<file path="src/rtl/mb_point_test_pattern_gen.sv">
// Mainband / valid-lane test pattern generator fed by the D2C point-test controller.
// Optional first-UI error injection is enabled by defining PATTERN_GEN_ERR_INJECT_EN.
module mb_ptg_lane #(
  parameter int          LANE = 0,
  parameter logic [22:0] SEED = 23'h1DBFBC
) (
  input  logic       clk,
  input  logic       rst_n,
  input  logic       reseed_i,
  input  logic       adv_i,
  input  logic       id_mode_i,
  input  logic [3:0] phase_i,
  output logic       bit_o
);
  localparam logic [7:0]  LID     = 8'(LANE);
  localparam logic [15:0] ID_WORD = {4'b1010, LID, 4'b1010};

  logic [22:0] lfsr_q, lfsr_d;

  always_comb begin
    lfsr_d = lfsr_q;
    if (reseed_i)
      lfsr_d = SEED;
    else if (adv_i)
      lfsr_d = {lfsr_q[21:0],
                lfsr_q[22] ^ lfsr_q[20] ^ lfsr_q[17] ^ lfsr_q[14] ^ lfsr_q[6] ^ lfsr_q[1]};
  end

  always_ff @(posedge clk or negedge rst_n) begin
    if (!rst_n) lfsr_q <= SEED;
    else        lfsr_q <= lfsr_d;
  end

  assign bit_o = id_mode_i ? ID_WORD[phase_i] : lfsr_q[22];
endmodule

module mb_point_test_pattern_gen #(
  parameter int          NUM_LANES  = 16,
  parameter int          PATTERN_UI = 4096,
  parameter logic [22:0] SEED_BASE  = 23'h1DBFBC
) (
  input  logic                 clk,
  input  logic                 rst_n,
  input  logic [1:0]           i_mainband_pattern_generator_cw,
  input  logic                 i_val_pattern_en,
`ifdef PATTERN_GEN_ERR_INJECT_EN
  input  logic [NUM_LANES-1:0] i_err_inject_lanes,
`endif
  output logic [NUM_LANES-1:0] o_lane_data,
  output logic                 o_valid_lane,
  output logic                 o_data_en,
  output logic                 o_pattern_finished
);
  localparam int CNT_W = $clog2(PATTERN_UI + 1);

  typedef enum logic [2:0] {IDLE, RUN_LFSR, RUN_ID, RUN_VAL, DONE} st_e;

  st_e                  st_q, st_d;
  logic [CNT_W-1:0]     cnt_q, cnt_d;
  logic                 src_val_q, src_val_d;
  logic [NUM_LANES-1:0] inj_q, inj_d, err_sel, lane_bits;
  logic [NUM_LANES-1:0] lane_q, lane_d;
  logic                 valid_q, valid_d, den_q, den_d, fin_q, fin_d;
  logic                 held, last, reseed, adv;

`ifdef PATTERN_GEN_ERR_INJECT_EN
  assign err_sel = i_err_inject_lanes;
`else
  assign err_sel = '0;
`endif

  // The request that launched the current run must stay asserted unchanged.
  always_comb begin
    held = 1'b0;
    case (st_q)
      RUN_LFSR: held = (i_mainband_pattern_generator_cw == 2'b10);
      RUN_ID:   held = (i_mainband_pattern_generator_cw == 2'b11);
      RUN_VAL:  held = (i_mainband_pattern_generator_cw == 2'b00) && i_val_pattern_en;
      default:  held = 1'b0;
    endcase
  end

  assign last   = (cnt_q == CNT_W'(PATTERN_UI - 1));
  assign reseed = (st_q == IDLE) && (i_mainband_pattern_generator_cw == 2'b01);
  assign adv    = (st_q == RUN_LFSR) && held;

  genvar k;
  generate
    for (k = 0; k < NUM_LANES; k++) begin : g_lane
      localparam logic [22:0] S    = SEED_BASE ^ (23'(k) << 4);
      localparam logic [22:0] SEED = (S == '0) ? SEED_BASE : S;
      mb_ptg_lane #(.LANE(k), .SEED(SEED)) u_lane (
        .clk       (clk),
        .rst_n     (rst_n),
        .reseed_i  (reseed),
        .adv_i     (adv),
        .id_mode_i (st_q == RUN_ID),
        .phase_i   (cnt_q[3:0]),
        .bit_o     (lane_bits[k])
      );
    end
  endgenerate

  always_comb begin
    st_d      = st_q;
    cnt_d     = cnt_q;
    src_val_d = src_val_q;
    inj_d     = inj_q;
    lane_d    = '0;
    valid_d   = 1'b0;
    den_d     = 1'b0;
    fin_d     = 1'b0;
    unique case (st_q)
      IDLE: begin
        cnt_d = '0;
        if (i_mainband_pattern_generator_cw == 2'b10) begin
          st_d = RUN_LFSR; src_val_d = 1'b0; inj_d = err_sel;
        end else if (i_mainband_pattern_generator_cw == 2'b11) begin
          st_d = RUN_ID; src_val_d = 1'b0; inj_d = err_sel;
        end else if (i_mainband_pattern_generator_cw == 2'b00 && i_val_pattern_en) begin
          st_d = RUN_VAL; src_val_d = 1'b1; inj_d = '0;
        end
      end
      RUN_LFSR, RUN_ID, RUN_VAL: begin
        if (!held) begin
          st_d = IDLE;
        end else begin
          den_d   = 1'b1;
          valid_d = ~cnt_q[2];
          // Injection flips only the first UI; the LFSR itself is untouched.
          lane_d  = (st_q == RUN_VAL) ? '0 :
                    (lane_bits ^ ((cnt_q == '0) ? inj_q : '0));
          cnt_d   = cnt_q + CNT_W'(1);
          if (last) st_d = DONE;
        end
      end
      DONE: begin
        if (src_val_q ? !i_val_pattern_en : (i_mainband_pattern_generator_cw == 2'b00))
          st_d = IDLE;
        else
          fin_d = 1'b1;
      end
      default: st_d = IDLE;
    endcase
  end

  always_ff @(posedge clk or negedge rst_n) begin
    if (!rst_n) begin
      st_q      <= IDLE;
      cnt_q     <= '0;
      src_val_q <= 1'b0;
      inj_q     <= '0;
      lane_q    <= '0;
      valid_q   <= 1'b0;
      den_q     <= 1'b0;
      fin_q     <= 1'b0;
    end else begin
      st_q      <= st_d;
      cnt_q     <= cnt_d;
      src_val_q <= src_val_d;
      inj_q     <= inj_d;
      lane_q    <= lane_d;
      valid_q   <= valid_d;
      den_q     <= den_d;
      fin_q     <= fin_d;
    end
  end

  assign o_lane_data        = lane_q;
  assign o_valid_lane       = valid_q;
  assign o_data_en          = den_q;
  assign o_pattern_finished = fin_q;
endmodule

</file>
<file path="config.mk">
export PLATFORM = sky130hd
export DESIGN_NAME = mb_point_test_pattern_gen
export DESIGN_NICKNAME = d
export VERILOG_FILES = /design/src/rtl/mb_point_test_pattern_gen.sv
export SDC_FILE = /design/constraint.sdc
export NUM_CORES = 1
export LEC_CHECK = 0
export ABC_CLOCK_PERIOD_IN_PS = 2050
export CAP_MARGIN = 20
export CORE_ASPECT_RATIO = 0.8
export CORE_MARGIN = 1.5
export CORE_UTILIZATION = 40
export CTS_CLUSTER_SIZE = 12
export DETAILED_ROUTE_END_ITERATION = 7
export PLACE_DENSITY = 0.68
export REMOVE_ABC_BUFFERS = 1
export SLEW_MARGIN = 25
export SYNTH_ARGS = -nofsm -noshare
export SYNTH_HDL_FRONTEND = slang
export SYNTH_SLANG_ARGS = --single-unit
</file>
<file path="constraint.sdc">
create_clock -name clk -period 2.05 [get_ports clk]
set_clock_uncertainty 0.15 [all_clocks]
set_input_delay 0.41 -clock clk [delete_from_list [all_inputs] [get_ports clk]]
set_output_delay 0.41 -clock clk [all_outputs]
set_load 0.02 [all_outputs]
</file>
==> results of run 1 <==
## cell families (layout without fill, tap and decap cells)
logic type | Yosys count | after routing | share of synthesized area (%)
XOR/XNOR | 80 | 80 | 4.41
buffers and inverters | 100 | 208 | 2.91
adder cells (fa/ha/maj) | 9 | 9 | 0.709
multiplexers | 11 | 11 | 0.693
AND/OR/NAND/NOR | 106 | 106 | 3.21
AO/OA/AOI/OAI | 427 | 427 | 22.5
flip-flops | 404 | 404 | 65.5
## path summary, 6_finish.rpt
| kind | startpoint | end | slack, ps | depth (start not counted) |
|---|---|---|---|---|
| worst max-delay path | st_q[0] | o_lane_data[13] | 10 | 6 |
| max in group asynchronous | rst_n | g_lane[3].u_lane.lfsr_q[15] | 820 | 3 |
| worst min register to register | g_lane[14].u_lane.lfsr_q[0] | g_lane[14].u_lane.lfsr_q[0] | 330 | 2 |
| worst min-delay path | rst_n | g_lane[15].u_lane.lfsr_q[22] | 210 | 2 |
| min in group clk | i_mainband_pattern_generator_cw[0] | st_q[1] | 270 | 4 |
| worst max register to register | st_q[0] | o_lane_data[13] | 10 | 6 |
## routing by layer
metal / vias up / part of all wire, % / global-route usage [%]
met3: 56 / 3.4 / 2.65
met2: 120 / 46 / 23.0
met4: 0 / 2.5 / 5.34
met5: - / 0 / 0
met1: 4950 / 49 / 22.0
li1: 4432 / - / -
## placed cells by master (no fill, tap or decap), types with 5 or more instances in the layout
master,instances
a21oi_1,13
a22o_1,112
buf_12,21
buf_16,6
buf_4,61
clkbuf_1,23
clkbuf_16,50
clkbuf_8,7
dfrtp_1,164
dfstp_2,240
dlygate4sd2_1,12
dlymetal6s2s_1,7
ha_1,9
inv_1,8
mux2i_1,11
nand2_1,44
nand3_1,6
nand4_1,6
nor2_1,17
nor2b_1,6
o211ai_1,5
o21ai_0,24
o221a_2,5
o22a_1,240
or2_2,8
xnor2_1,48
xor2_1,32
## area by class of cell
type / instances / share of cell area [%]
multi-input combinational: 633 / 26.7
inverter: 9 / 0.178
clock inverter: 3 / 0.230
sequential: 404 / 54.8
timing repair buffer: 124 / 8.08
tap: 536 / 3.53
clock buffer: 72 / 6.49
## stage by stage
stage / setup slack (ps) / TNS, ps / instances / instance area, um^2
3_3_place_gp: -631 / -168020 / 1694 / 17400
5_1_grt: -30.6 / -202 / 1781 / 19000
4_1_cts: 0.213 / 0 / 1770 / 18700
3_5_place_dp: -648 / -182340 / 1694 / 17400
2_1_floorplan: -6830 / -2283330 / 1046 / 15500
6_report: 11.2 / 0 / 1781 / 19000
## sequential cells by signal (all words and copies together), names as in the netlist
name	count
o_valid_lane	1
g_lane.u_lane.lfsr_q	368
o_data_en	1
st_q	3
cnt_q	13
src_val_q	1
o_lane_data	16
o_pattern_finished	1
## what timing repair did
action,CTS,global route
gates resized for setup,13,27
setup buffers,0,3
setup endpoints to repair,17,319
pin swaps,0,2
gates cloned,0,8
hold endpoints to repair,102,0
hold buffers,1,0
## power by group
part           internal (W)  switching [W]  leakage (nW)
combinational       0.00317        0.00264          2.50
clock               0.00409        0.00300         0.612
sequential           0.0105        0.00125          4.75
==> run metrics, run 1 <==
status=finished, final reports clean; Top delay family on crit path=compound AO/OA/AOI/OAI gates; critical path class=register to register; Total Wirelength=a little over 30,000 um; Reg area=10,400 um^2; Layout fillers=roughly 3,400; PwrDens=1290 nW/um^2; total track usage=15.2%; most frequent cells after synthesis=dfstp_2, o22a_1, dfrtp_1; EDFF count, synth=0; unrepaired setup endpoints after global routing=yes; Setup Viol. Count Final=0; Lkg Pwr=between 7 and 8 nW; crit path cell chain=nor4bb_2, a31oi_2, buf_4, a211oi_2, buf_4, o221a_2; hold_ws=between 200 and 250 ps; Final min period=between 2000 and 2500 ps; count of pins over their slew limit=0; fmax=490 MHz; Post-Synthesis Cells=1,137; Crit Path Max Fanout=5; area grow syn2layout=19.7%; hpwl dp=roughly 18,000 um; Max transition margin=66.6%; Util after Layout=48.4%; fin nets=between 1,000 and 1,500; Critical Path Source Type=register; Final period util=99.5%; vias in the first global route=9,768; via count=9,558; Syn Std Cell Area=15,900 um^2; die area=40,900 um^2; ys flop type=dfstp_2; Async SR Flop Fraction=100%; share of cells above drive strength 1=33.8%; area of the core=39,300 um^2; Root Driver=clkbuf_16; Final Hold Vio Count=0; post-synth top area share=between 30 and 40%; sequential fraction of the synthesis area=65.5%; drt wl/cell=between 15 and 20 um; via density per instance=5.37; Area contributors post-synth=dfstp_2, dfrtp_1, o22a_1, a22o_1, xnor2_1; Sink Count=404; gp weighted congestion=0.820; Crit path top cell by count=buf_4; initial antenna violation count=0; die extent in x=226 um; pin count of the biggest net entering global routing=64; MaxCap Viol Count=0; overall power after layout=0.0246 W; Reg clk slew, reported paths=60 ps; Syn Area/Cell=14.0 um^2; worst-margin pin slew=498 ps; Port Buffer Count=23; DR iter-0 viols=546; Routed Antenna Nets=0; total gr overflow=0; Clock Latency Late Sink=550 ps; io pins=24; Netlist cell types=48; Min-Delay Path Class=primary input to async pin; die span in y=181 um; synthesis warning total=0; Slowest-stage cell, CP=dfrtp_1; Buf/Inv on CP=2; #FFs+latches synth=404; Worst EP required=between 2000 and 2500 ps; Multi-input gate area=5080 um^2; cts bufs inserted=just over 40; Arr. time, crit path=2370 ps; num rows=65; CTS max path bufs=3; Crit. End Element=register; wire length of the first global-routing pass=between 50,000 and 60,000 um; Max VDD drop=0.648 mV; CTS H-Tree Depth=2; slowest stage delay, CP=~400 ps; # diodes=0; initial cell density of the core=between 40% and 50%; TritonRoute pass-1 iters=4; cell taking the most area after synthesis=dfstp_2; Residual DRC=0; CTS tree=built
(Power assumes the default switching activity.)
==> run 2: changes to the inputs <==
DONT_BUFFER_PORTS = 1   (was unset)
PLACE_DENSITY = 0.67   (was 0.68)
SLEW_MARGIN = 20   (was 25)
==> run metrics, run 2 (synthesis results as in run 1) <==
gp weighted congestion=0.764; die area=40,900 um^2; reg2reg end=o_lane_data[7]; total gr overflow=0; CTS tree=built; FF-to-FF setup slack=roughly 44 ps; Residual DRC=0; fmax=498 MHz; pin count of the biggest net entering global routing=just over 400; PwrDens=1330 nW/um^2; reg2reg path depth=5; slowest stage delay, CP=around 670 ps; share of cells above drive strength 1=31.5%; Worst R2R Start=st_q[1]; Routed Antenna Nets=0; hpwl dp=16,000 um; Util after Layout=46.1%; design area=between 15,000 and 20,000 um^2; Max VDD drop=0.557 mV; status=finished, violations left; initial antenna violation count=0; vias in the first global route=9,371; Max transition margin=between 20% and 30%; Top reg by flops=g_lane.u_lane.lfsr_q; Min-Delay Path Class=primary input to async pin; # diodes=0; Clock Latency Late Sink=between 500 and 600 ps; overall power after layout=0.0242 W; CTS H-Tree Depth=2; violated checks=hold timing; Critical Path Source Type=register; io pins=24; Reg clk slew, reported paths=60 ps; hold_ws=-541 ps; Worst EP required=~2300 ps; count of pins over their slew limit=0; total track usage=14.6%; cts bufs inserted=42; via density per instance=roughly 5.4; fin nets=1,157; Arr. time, crit path=approximately 2300 ps; commonest non-fill, non-tap cells in the layout=o22a_1, dfstp_2, dfrtp_1; die extent in x=~230 um; cell area after placement=16,700 um^2; num rows=65; area grow syn2layout=14.1%; CTS max path bufs=3; Total Wirelength=29,500 um; crit path cell chain=buf_4, a31oi_1, a211oi_1, buf_4, o221a_2; drt wl/cell=17.3 um; Final min period=2010 ps; Crit path top cell by count=buf_4; initial cell density of the core=between 40% and 50%; die span in y=181 um; Sink Count=404; Lkg Pwr=slightly above 7 nW; wire length of the first global-routing pass=49,600 um; area of the core=39,300 um^2; DR iter-0 viols=752; worst-margin pin slew=1160 ps; TritonRoute pass-1 iters=4; Crit Path Max Fanout=16; Setup TNS=0 ps; Final period util=a little over nine tenths; Port Buffer Count=0; Slowest-stage cell, CP=a31oi_1; critical path class=register to register; Final Hold Vio Count=227; Hold-fix buffers, CTS=3; Setup Viol. Count Final=0; MaxCap Viol Count=0; Layout fillers=around 3,400; Root Driver=clkbuf_16; max reg flops=368; Crit. End Element=register; via count=9,289
==> run 2: cell types whose count changed in the layout (fill, tap and decap cells not counted), moves of 3 or more <==
| cell | previous run | this run |
|---|---|---|
| buf_16 | 6 | 1 |
| dlymetal6s2s_1 | 7 | 0 |
| dlygate4sd2_1 | 12 | 0 |
| buf_4 | 61 | 31 |
| clkdlybuf4s50_1 | 3 | 0 |
| buf_12 | 21 | 13 |
| clkbuf_16 | 50 | 44 |
==> run 2: worst max path at each step <==
stage                                                   from                           to  slack, ps  depth (start not counted)
final                                                st_q[1]               o_lane_data[7]         40                          5
after detailed placement                             st_q[1]  g_lane[10].u_lane.lfsr_q[0]         20                          5
after floorplan                                      st_q[0]  g_lane[0].u_lane.lfsr_q[10]      -6830                          3
after CTS                                            st_q[1]  g_lane[13].u_lane.lfsr_q[0]          3                          5
after global routing                                 st_q[0]  g_lane[8].u_lane.lfsr_q[20]         -6                          6
after global placement    i_mainband_pattern_generator_cw[1]  g_lane[12].u_lane.lfsr_q[7]         40                          4
==> run 2: per-layer routing <==
layer  vias to the layer above  routed length [um]  GRT usage, %
met4                         0                 476          3.95
met3                        37                1020          2.73
li1                       4291                   -             -
met1                      4841               14800          22.0
met2                       120               13200          21.5
met5                         -                   0             0
==> run 2: worst max-delay path: cells and delay by family (launching register included) <==
family                 cells  cell delay (ps)
DFF                        1              400
buffers and inverters      2              410
AOI/OAI and AO/OA          3              920
==> run 2: final cells by class <==
class | count | area [um^2] | share of cell area (%)
multi-input combinational | 633 | 5070 | 28.0
sequential | 404 | 10400 | 57.4
tap | 536 | 671 | 3.70
clock buffer | 69 | 1210 | 6.69
inverter | 9 | 33.8 | 0.186
timing repair buffer | 53 | 638 | 3.52
clock inverter | 6 | 93.8 | 0.518
==> run 2: report_power, final <==
group	internal [W]	leakage (nW)	switching, W
logic	0.00282	1.89	0.00233
registers	0.0105	4.75	0.00129
clock network	0.00428	0.629	0.00296
==> run 2: repair_timing <==
item	in CTS	in global routing
setup buffers	0	5
endpoints found under the hold margin	407	404
setup endpoints to repair	0	259
gates resized for setup	0	16
==> run 2: stage by stage <==
| step | instances | setup slack, ps | hold slack [ps] |
|---|---|---|---|
| global route | 1710 | -6.18 | -574 |
| global placement | 1625 | 41.9 | -7.90 |
| floorplan | 1046 | -6830 | -35.6 |
| finish | 1710 | 43.8 | -541 |
| CTS | 1703 | 3.47 | -577 |
| detailed placement | 1625 | 20.6 | -7.20 |
